**config.mk**
```make
export PLATFORM = sky130hd
export DESIGN_NAME = tinyml_mac_acc
export DESIGN_NICKNAME = d
export VERILOG_FILES = /design/src/rtl/tinyml_mac_acc.sv
export SDC_FILE = /design/constraint.sdc
export NUM_CORES = 1
export LEC_CHECK = 0
export CORE_MARGIN = 1.5
export CORE_UTILIZATION = 55
export CTS_CLUSTER_DIAMETER = 60
export CTS_CLUSTER_SIZE = 40
export DETAILED_ROUTE_END_ITERATION = 6
export GPL_TIMING_DRIVEN = 0
export MAX_ROUTING_LAYER = met4
export PLACE_DENSITY = 0.79
export SLEW_MARGIN = 20
export SYNTH_ARGS = -nofsm -noshare
export SYNTH_HDL_FRONTEND = slang
export SYNTH_SLANG_ARGS = --single-unit
```
**constraint.sdc**
```tcl
create_clock -name clk -period 3.45 [get_ports clk]
set_clock_uncertainty 0.2 [all_clocks]
set_input_delay 0.345 -clock clk [delete_from_list [all_inputs] [get_ports clk]]
set_output_delay 0.345 -clock clk [all_outputs]
set_load 0.005 [all_outputs]
```
**src/rtl/tinyml_mac_acc.sv**
```systemverilog
// rtl/tinyml_mac_acc.sv - signed MAC accumulator with saturating result handshake
// Optional ReLU before clamping when TINYML_RELU_EN is defined.
module tinyml_mac_acc #(
  parameter int DATA_W = 8,
  parameter int ACC_W  = 24,
  parameter int OUT_W  = 16
) (
  input  logic              clk,
  input  logic              reset,
  input  logic              in_valid,
  output logic              in_ready,
  input  logic              in_first,
  input  logic              in_last,
  input  logic [DATA_W-1:0] a,
  input  logic [DATA_W-1:0] b,
  input  logic [OUT_W-1:0]  bias,
  output logic              out_valid,
  input  logic              out_ready,
  output logic [OUT_W-1:0]  y,
  output logic              ovf
);

  typedef enum logic [1:0] {ACC, WAIT, OUT} state_t;

  localparam logic signed [ACC_W-1:0] Y_MAX = {{(ACC_W-OUT_W+1){1'b0}}, {(OUT_W-1){1'b1}}};
  localparam logic signed [ACC_W-1:0] Y_MIN = {{(ACC_W-OUT_W+1){1'b1}}, {(OUT_W-1){1'b0}}};

  state_t                     state_q, state_d;
  logic [1:0]                 cnt_q;
  logic signed [2*DATA_W-1:0] prod_c, prod_q;
  logic                       first_q, pvalid_q;
  logic signed [OUT_W-1:0]    bias_q;
  logic signed [ACC_W-1:0]    acc_q, prod_ext, bias_ext, sat_src;
  logic [OUT_W-1:0]           y_q, y_c;
  logic                       ovf_q, ovf_c, out_valid_q, accept;

  assign in_ready  = (state_q == ACC) & reset;
  assign accept    = in_valid & in_ready;
  assign out_valid = out_valid_q;
  assign y         = y_q;
  assign ovf       = ovf_q;

  assign prod_c   = $signed({{DATA_W{a[DATA_W-1]}}, a}) * $signed({{DATA_W{b[DATA_W-1]}}, b});
  assign prod_ext = ACC_W'(prod_q);
  assign bias_ext = ACC_W'(bias_q);

`ifdef TINYML_RELU_EN
  assign sat_src = acc_q[ACC_W-1] ? '0 : acc_q;
`else
  assign sat_src = acc_q;
`endif

  always_comb begin
    y_c   = sat_src[OUT_W-1:0];
    ovf_c = 1'b0;
    if (sat_src > Y_MAX) begin
      y_c   = Y_MAX[OUT_W-1:0];
      ovf_c = 1'b1;
    end else if (sat_src < Y_MIN) begin
      y_c   = Y_MIN[OUT_W-1:0];
      ovf_c = 1'b1;
    end
  end

  // WAIT holds until the final product has reached acc, giving result latency of 3 edges
  always_comb begin
    state_d = state_q;
    case (state_q)
      ACC:     if (accept && in_last) state_d = WAIT;
      WAIT:    if (cnt_q == 2'd2) state_d = OUT;
      OUT:     if (out_ready) state_d = ACC;
      default: state_d = ACC;
    endcase
  end

  always_ff @(posedge clk or negedge reset) begin
    if (!reset) begin
      state_q     <= ACC;
      cnt_q       <= 2'd0;
      prod_q      <= '0;
      first_q     <= 1'b0;
      pvalid_q    <= 1'b0;
      bias_q      <= '0;
      acc_q       <= '0;
      y_q         <= '0;
      ovf_q       <= 1'b0;
      out_valid_q <= 1'b0;
    end else begin
      state_q  <= state_d;
      cnt_q    <= (state_q == WAIT && state_d == WAIT) ? cnt_q + 2'd1 : 2'd0;
      pvalid_q <= accept;
      if (accept) begin
        prod_q  <= prod_c;
        first_q <= in_first;
        bias_q  <= $signed(bias);
      end
      if (state_q == OUT && state_d == ACC) begin
        acc_q       <= '0;
        y_q         <= '0;
        ovf_q       <= 1'b0;
        out_valid_q <= 1'b0;
      end else begin
        if (pvalid_q)
          acc_q <= first_q ? bias_ext + prod_ext : acc_q + prod_ext;
        if (state_q == WAIT && state_d == OUT) begin
          y_q         <= y_c;
          ovf_q       <= ovf_c;
          out_valid_q <= 1'b1;
        end
      end
    end
  end

endmodule

```
-- After elaboration in Yosys (flattened, before gate mapping)
Index checks and enable logic that the tools add are counted.
- bits in registers: 80
- output and inout bits: 19
- mux-type cells: 18
- equal/unequal tests: 5
- reductions and logical operators: 8
- $add $sub $neg: 3
- bitwise logic cells: 2
- multipliers: 1
- order comparisons: 2
- operators with widths (kind ; count):
    two-way mux 24 bit ; 3
    two-way mux 16 bit ; 4
    adder 24 x 16 -> 24 bit ; 1
    > comparator 24 x 16 -> 1 bit (second input constant) ; 1
    less-than comparator 24 x 16 -> 1 bit (second input constant) ; 1
    adder 16 x 16 -> 17 bit ; 1
    multiplier 8 x 8 -> 16 bit ; 1
    two-way mux 2 bit ; 4
    == test 2 bit (second input constant) ; 3
    two-way mux 1 bit ; 6
    one-hot mux 2 bit (3 select lines) ; 1
    == test 2 x 1 -> 1 bit (second input constant) ; 2
    logical AND 1 bit ; 4
    logical NOT 2 bit ; 2
    nonzero test 2 bit ; 2
    adder 2 x 1 -> 2 bit (second input constant) ; 1
    bitwise AND 1 bit ; 2

-- Longest topological paths before layout
- word-level depth: 10
- gate-level depth with buffers: 19
- gate-level depth less buffers: 19

-- Least setup slack after synthesis
No wires, ideal clock.
- kind: in2reg
- start: in a[3]
- end: reg prod_q[14]
- path slack: -944 ps
- stages on the path: 18
- data arrival time: 4099 ps
- data required time: 3154 ps
- path through: and2_1 > fa_1 > inv_1 > fa_1 > inv_1 > fa_1 > inv_1 > fa_1 > inv_1 > ha_1 > o21ai_1 > a21oi_1 > o21ai_1 > a21oi_1 > o21ai_1 > a211oi_1 > nor3_1 > o31ai_1
- cells in the longest elaborated chain, start to end: 1
- ends and longest elaborated chain (what ; RTL line ; source):
    from (decl) ; 14 ; input logic [DATA_W-1:0] a,
    multiplier 8 x 8 -> 16 bit ; 43 ; assign prod_c = $signed({{DATA_W{a[DATA_W-1]}}, a}) * $signed({{DATA_W{b[DATA_W-1]}}, b});
    to (signal assigned) ; 93 ; prod_q <= prod_c;
    to (decl) ; 30 ; logic signed [2*DATA_W-1:0] prod_c, prod_q;
Every way passes these cells.
A chain may end at the register's enable or synchronous reset.

-- Worst setup path after layout
- start: in b[1]
- end: reg prod_q[14]
- cells in the longest elaborated chain, start to end: 1
- ends and longest elaborated chain (what ; RTL line ; source):
    from (decl) ; 15 ; input logic [DATA_W-1:0] b,
    multiplier 8 x 8 -> 16 bit ; 43 ;
Every way passes these cells.

==> impl_metrics.py <==
metrics = {
    "final_layout": {
        "final_common_cell": "nand2_1",
        "stdcell_area_sq_um": 8945,
        "insertedDiodeCount": 0,
        "final_core_util_pct": 68.09,
        "layout-drive-gt1-share_pct": 13.95,
        "fin_nets": 1099,
        "final_cell_mix": "137 x nand2_1, 80 x dfrtp_1, 75 x inv_1, 60 x nor2_1, 59 x ha_1",
        "area_growth_pct": 21.31,
    },
    "global_route": {
        "grt_pass1_vias": 6268,
        "overflow": 0,
        "grt_use_total_pct": 27.38,
        "grt_first_pass_wirelength_mm": 29.97,
        "grt_max_degree": 45,
        "antenna_found_initial": 0,
    },
    "clock_network": {
        "clock_latency_ns": 0.34,
        "clockBufferDepth": 2,
        "htreeDepth": 3,
        "cts_made_buffers": 9,
        "clock-sinks": 80,
        "cts_tree": "done",
        "cts.reportedPaths.clkPinSlew_ns": 0.07,
        "root_buffer": "clkbuf_16",
    },
    "floorplan": {
        "coreArea_sq_um": 13140,
        "num_rows": 42,
        "io_pins": 57,
        "die_h_um": 118.8,
        "dieArea_sq_um": 14110,
        "start_util_pct": 56.12,
        "die_w_um": 118.8,
    },
    "detailed_routing": {
        "dr.pass1.iters": 5,
        "drc": 0,
        "drt_wl_total_mm": 17.89,
        "drt_iter0_drc": 444,
        "wl_per_cell_um": 16.04,
        "ant_nets": 0,
        "detail_route.vias_per_cell": 5.604,
        "vias": 6249,
    },
    "power": {
        "irDropWorstVdd_v": 0.0006836,
        "seq_power_share_pct": 20.7,
        "total_power_w": 0.008965,
        "p_switching_w": 0.004151,
        "internal_power_w": 0.004815,
        "p_per_area_nw_per_um2": 1002,
        "p_sw_share_pct": 46.30,
        "p_clk_share_pct": 10.9,
        "power_frac_comb_pct": 68.3,
        "cellLeakagePower_nw": 4.253,
    },
    "min_path": {
        "min_to": "prod_q[0]$_DFFE_PN0P_",
        "hold_class": "in2reg",
        "worstHoldStart": "b[0]",
        "holdPathStages": 3,
    },
    "sta": {
        "max_freq_ghz": 0.2434,
        "relSlewSlack_pct": 55.35,
        "whs_ns": 0.1316,
        "maxSlewViolCount": 0,
        "period_minus_slack_ns": 4.108,
        "rsz0062_at_grt": "true",
        "setup_slack_ns": -0.6577,
        "finalSetupViolations": 9,
        "final.setup.tns_ns": -4.109,
        "hold_violations": 0,
        "tightest_slew_ns": 0.6697,
        "fin_crit_sh_pct": 119.1,
    },
    "yosys": {
        "synthMuxAreaShare_pct": 0.8654,
        "synth_top_family_by_area": "adder cells",
        "synth_xor_area_share_pct": 4.870,
        "synth_fa_ha_area_share_pct": 27.18,
        "synth_warnings": 0,
        "async_reset_ff_share_pct": 100.0,
        "synth-simple-area-share_pct": 20.11,
        "synth-edff-count": 0,
        "syn_nets": 1013,
        "synth_area_per_cell_sq_um": 8.685,
        "yosysTopAreaCellShare_pct": 27.15,
        "synthDistinctLibCells": 54,
        "yosys.area.top_type": "dfrtp_1",
        "synth_area_leaders": "dfrtp_1 27%, fa_1 15%, ha_1 12%",
        "ys_ff_latch": 80,
        "syn_inst": 849,
        "yosysSeqAreaShare_pct": 27.15,
        "synth_area_sq_um": 7373,
        "synthFlopType": "dfrtp_1",
        "synth_compound_area_share_pct": 14.47,
    },
    "placement": {
        "gp_congestion": 0.9591,
        "placed_cell_area_sq_um": 8308,
        "portBuffers": 56,
        "dpl.hpwl_mm": 13.64,
    },
    "setup_path": {
        "ff2ff_setup_slack_ns": 0.21,
        "worstPathArrival_ns": 4.16,
        "crit_path_start_kind": "input pin",
        "crit_type": "in2reg",
        "r2r.worst_path.cells": 11,
        "endpoint_kind": "flop",
        "reg2reg_to": "acc_q[18]$_DFFE_PN0P_",
        "required_ns": 3.50,
        "rr_startpoint": "prod_q[0]$_DFFE_PN0P_",
        "path_max_fanout": 8,
        "startpoint": "b[1]",
    },
    "outcome": {
        "outcome": "finished with violations",
        "violations": "negative setup slack",
    },
    "job": {
        "drv_cap": 0,
    },
}
[worst max-delay path: stages]
cell and delay (ns):
buf_6 0.12, and2_4 0.15, fa_1 0.49, inv_1 0.04
fa_1 0.49, inv_2 0.04, fa_1 0.55, inv_2 0.04
fa_1 0.48, inv_2 0.05, ha_4 0.28, o21ai_4 0.06
a21oi_4 0.14, o21ai_2 0.08, a21oi_2 0.17, o21ai_2 0.08
a211oi_2 0.27, nor3_2 0.06, o31ai_1 0.22
[timing repair]
item / CTS / global route
setup buffers: 10 / 7
hold buffers: 1 / 0
setup endpoints to repair: 11 / 32
resized for setup: 117 / 33
endpoints found under the hold margin: 37 / 0
pin swaps: 28 / 24
[worst max path at each step]
| stage | to | slack [ns] | cells past startpoint |
|---|---|---|---|
| final | prod_q[14]$_DFFE_PN0P_ | -0.66 | 19 |
| after global routing | prod_q[14]$_DFFE_PN0P_ | -0.86 | 21 |
| after CTS | prod_q[14]$_DFFE_PN0P_ | -0.66 | 19 |
| after detailed placement | prod_q[14]$_DFFE_PN0P_ | -1.76 | 18 |
| after global placement | bias_q[6]$_DFFE_PN0P_ | -2.07 | 7 |
| after floorplan | prod_q[14]$_DFFE_PN0P_ | -0.81 | 18 |
[flip-flops by register name (all words and copies together) (netlist names)]
name       count
acc_q         24
bias_q        16
prod_q        16
y             16
cnt_q          2
state_q        2
first_q        1
out_valid      1
ovf            1
pvalid_q       1
[area by class of cell]
| cell class | count | area (sq um) |
|---|---|---|
| Inverter | 89 | 339.1 |
| Sequential cell | 80 | 2002 |
| Timing Repair Buffer | 75 | 715.7 |
| Fill cell | 1021 | 4193 |
| Tap cell | 176 | 220.2 |
| Clock buffer | 10 | 239.0 |
| Buffer | 16 | 60.06 |
| Multi-Input combinational cell | 664 | 5304 |
| Clock inverter | 5 | 65.06 |
[layer usage]
layer	part of all wire (%)	global-route usage, %
met5	0	-
met4	2.6	8.283
met2	51	46.88
met3	4.7	3.089
met1	42	34.36
[Yosys cell counts, types with 14 or more instances]
library cell	number
and2_1	43
fa_1	57
ha_1	69
o21ai_0	46
o21ai_1	21
nand2_1	138
xnor2_1	30
dfrtp_1	80
clkbuf_1	14
nor2_1	61
a21o_1	16
inv_1	89
a21oi_1	47
[kinds of logic (layout without fill, tap and decap cells)]
family	count (synthesis)	after routing
adder cells (fa/ha/maj)	126	126
buffers and inverters	105	195
AND/OR/NAND/NOR	317	317
XOR/XNOR	41	41
AO/OA/AOI/OAI	174	174
flip-flops	80	80
multiplexers	6	6
[through the flow]
step / worst slack [ns] / std cells
floorplan: -0.8058 / 849
global placement: -2.071 / 1081
CTS: -0.6583 / 1108
finish: -0.6577 / 1115
global route: -0.8569 / 1115
detailed placement: -1.756 / 1082
[power groups by stage]
stage	Combinational (W)	Sequential, W	Clock (W)
6_report	0.00613	0.00186	0.000980
5_1_grt	0.00686	0.00192	0.00102
4_1_cts	0.00583	0.00185	0.000985
3_5_place_dp	0.00551	0.00185	0
3_3_place_gp	0.00537	0.00184	0
2_1_floorplan	0.00428	0.00169	0
(Power assumes the default switching activity.)
==> edit (same flow settings) <==
Encoding of `state_t`: now one-hot (3 bits for 3 states).
--- a/src/rtl/tinyml_mac_acc.sv
+++ b/src/rtl/tinyml_mac_acc.sv
@@ -20,7 +20,7 @@
   output logic              ovf
 );
 
-  typedef enum logic [1:0] {ACC, WAIT, OUT} state_t;
+  typedef enum logic [2:0] {ACC = 3'b001, WAIT = 3'b010, OUT = 3'b100} state_t;
 
   localparam logic signed [ACC_W-1:0] Y_MAX = {{(ACC_W-OUT_W+1){1'b0}}, {(OUT_W-1){1'b1}}};
   localparam logic signed [ACC_W-1:0] Y_MIN = {{(ACC_W-OUT_W+1){1'b1}}, {(OUT_W-1){1'b0}}};
Behaviour: no difference found for any inputs over 4 cycles, from zero or initial values and one cycle with reset low; so few cycles prove little.
==> edit against the original RTL <==
- the run still ends with setup timing left
- power fell by 16%
- setup slack got worse by 250 ps
- critical path depth rose by 2
- wire length rose by 0.78%
- die area rose by 1.7%
- design area rose by 0.76%
- sequential cell count rose by 1
- area after synthesis rose by 1.8%
- largest cell class unchanged
- largest power group unchanged
==> edit: results (changes against the original RTL) <==
Fill cell count - 1044 (was 1021)
Post-CTS Resized - 120 (was 117)
Total track usage - 27.05% (was 27.38%)
P&R area growth vs syn - 20.09% (was 21.31%)
Sequential share of cell area - 22.50% (was 22.38%)
Via count - 6290 (was 6249)
Worst R2R Setup Slack - 240 ps (was 210 ps)
Peak supply drop - 0.7618 mV (was 0.6836 mV)
Num sequential - 81 (was 80)
Status - finished, violations left (unchanged)
Post-synthesis cell type count - 59 (was 54)
Post-DP HPWL - 13.99 mm (was 13.64 mm)
Number of non-clock buffers - 92 (was 91)
Setup Buffers After CTS - 9 (was 10)
Drt initial violations - 458 (was 444)
Placed cell area - 0.008411 mm² (was 0.008308 mm²)
Synth top area cells - dfrtp_1 (27%), fa_1 (15%), ha_1 (12%) (unchanged)
Setup_tns - -4508 ps (was -4109 ps)
Nets - 1113 (was 1099)
First-pass GRT wire length - 29.48 mm (was 29.97 mm)
Non-clk invs - 93 (was 89)
Buffering overhead - 8.621% (was 8.673%)
DRT Wirelength - 18.03 mm (was 17.89 mm)
Final Setup Violations - 9 (unchanged)
Leakage power - 0.004249 µW (was 0.004253 µW)
CP arrival - 4380 ps (was 4160 ps)
Most instantiated cells after synthesis - nand2_1 (138), inv_1 (93), dfrtp_1 (80), ha_1 (69), nor2_1 (66) (was nand2_1 (138), inv_1 (89), dfrtp_1 (80), ha_1 (69), nor2_1 (61))
Setup WS post-layout - -906.2 ps (was -657.7 ps)
Reg power frac - 20.1% (was 20.7%)
Netlist Area Pre-Place - 0.007505 mm² (was 0.007373 mm²)
Final clock-cell share - 3.471% (was 3.399%)
Post-Synthesis Cells - 866 (was 849)
Multi-input gate share of total cell area - 59.03% (was 59.30%)
Final RePlAce weighted congestion - 0.9098 (was 0.9591)
Clock share of power - 13.3% (was 10.9%)
Failing checks - setup timing (unchanged)
Worst slew pin tran - 899.2 ps (was 669.7 ps)
Sw power - 3510 µW (was 4151 µW)
[edit: cell count changes after synthesis, sizes merged, moves of 6 or more]
cell    change
xor2        +6
o211ai     +10
a21oi      +12
and3        -8
[edit: final timing paths]
check                      startpoint          to  depth (start not counted)
max                              a[4]  prod_q[15]                         21
min                              b[0]   prod_q[0]                          3
max reg2reg                 prod_q[0]   acc_q[19]                         12
min reg2reg                  cnt_q[0]    cnt_q[0]                          1
max in group asynchronous       reset  state_q[0]                          3
min in group asynchronous       reset   acc_q[21]                          2
[edit: worst max-delay path, delay by kind of cell]
| kind | cells | cell delay, ps |
|---|---|---|
| AOI/OAI and AO/OA | 7 | 1350 |
| xor gates and xnor gates | 1 | 160 |
| adders and majority gates | 5 | 1890 |
| buffers and inverters | 6 | 410 |
| and+or+nand+nor | 2 | 220 |
[edit: through the flow]
stage / setup slack (ps) / hold slack, ps
after detailed placement: -1902 / 139.9
final: -906.2 / 88.96
after global routing: -1012 / 91.49
after global placement: -1958 / 213.8
after CTS: -900.4 / 89.10
after floorplan: -904.5 / -150.6
[edit: routing by layer]
metal	routed length (µm)	global-route usage, %	up-vias	part of all wire [%]
met4	400	8.482	0	2.2
li1	-	-	3076	-
met3	1022	4.515	33	5.7
met2	8538	43.64	170	47
met1	8065	35.25	3011	45
met5	0	-	-	0
[edit: cells by family (layout without fill, tap and decap cells)]
group	after synthesis	count (layout)	synth area share (%)
buffers and inverters	113	201	5.668
AND/OR/NAND/NOR	294	294	17.56
XOR/XNOR	45	45	5.252
flip-flops	81	81	27.03
multiplexers	7	7	0.9670
AO/OA/AOI/OAI	200	200	16.82
adder cells (fa/ha/maj)	126	126	26.71
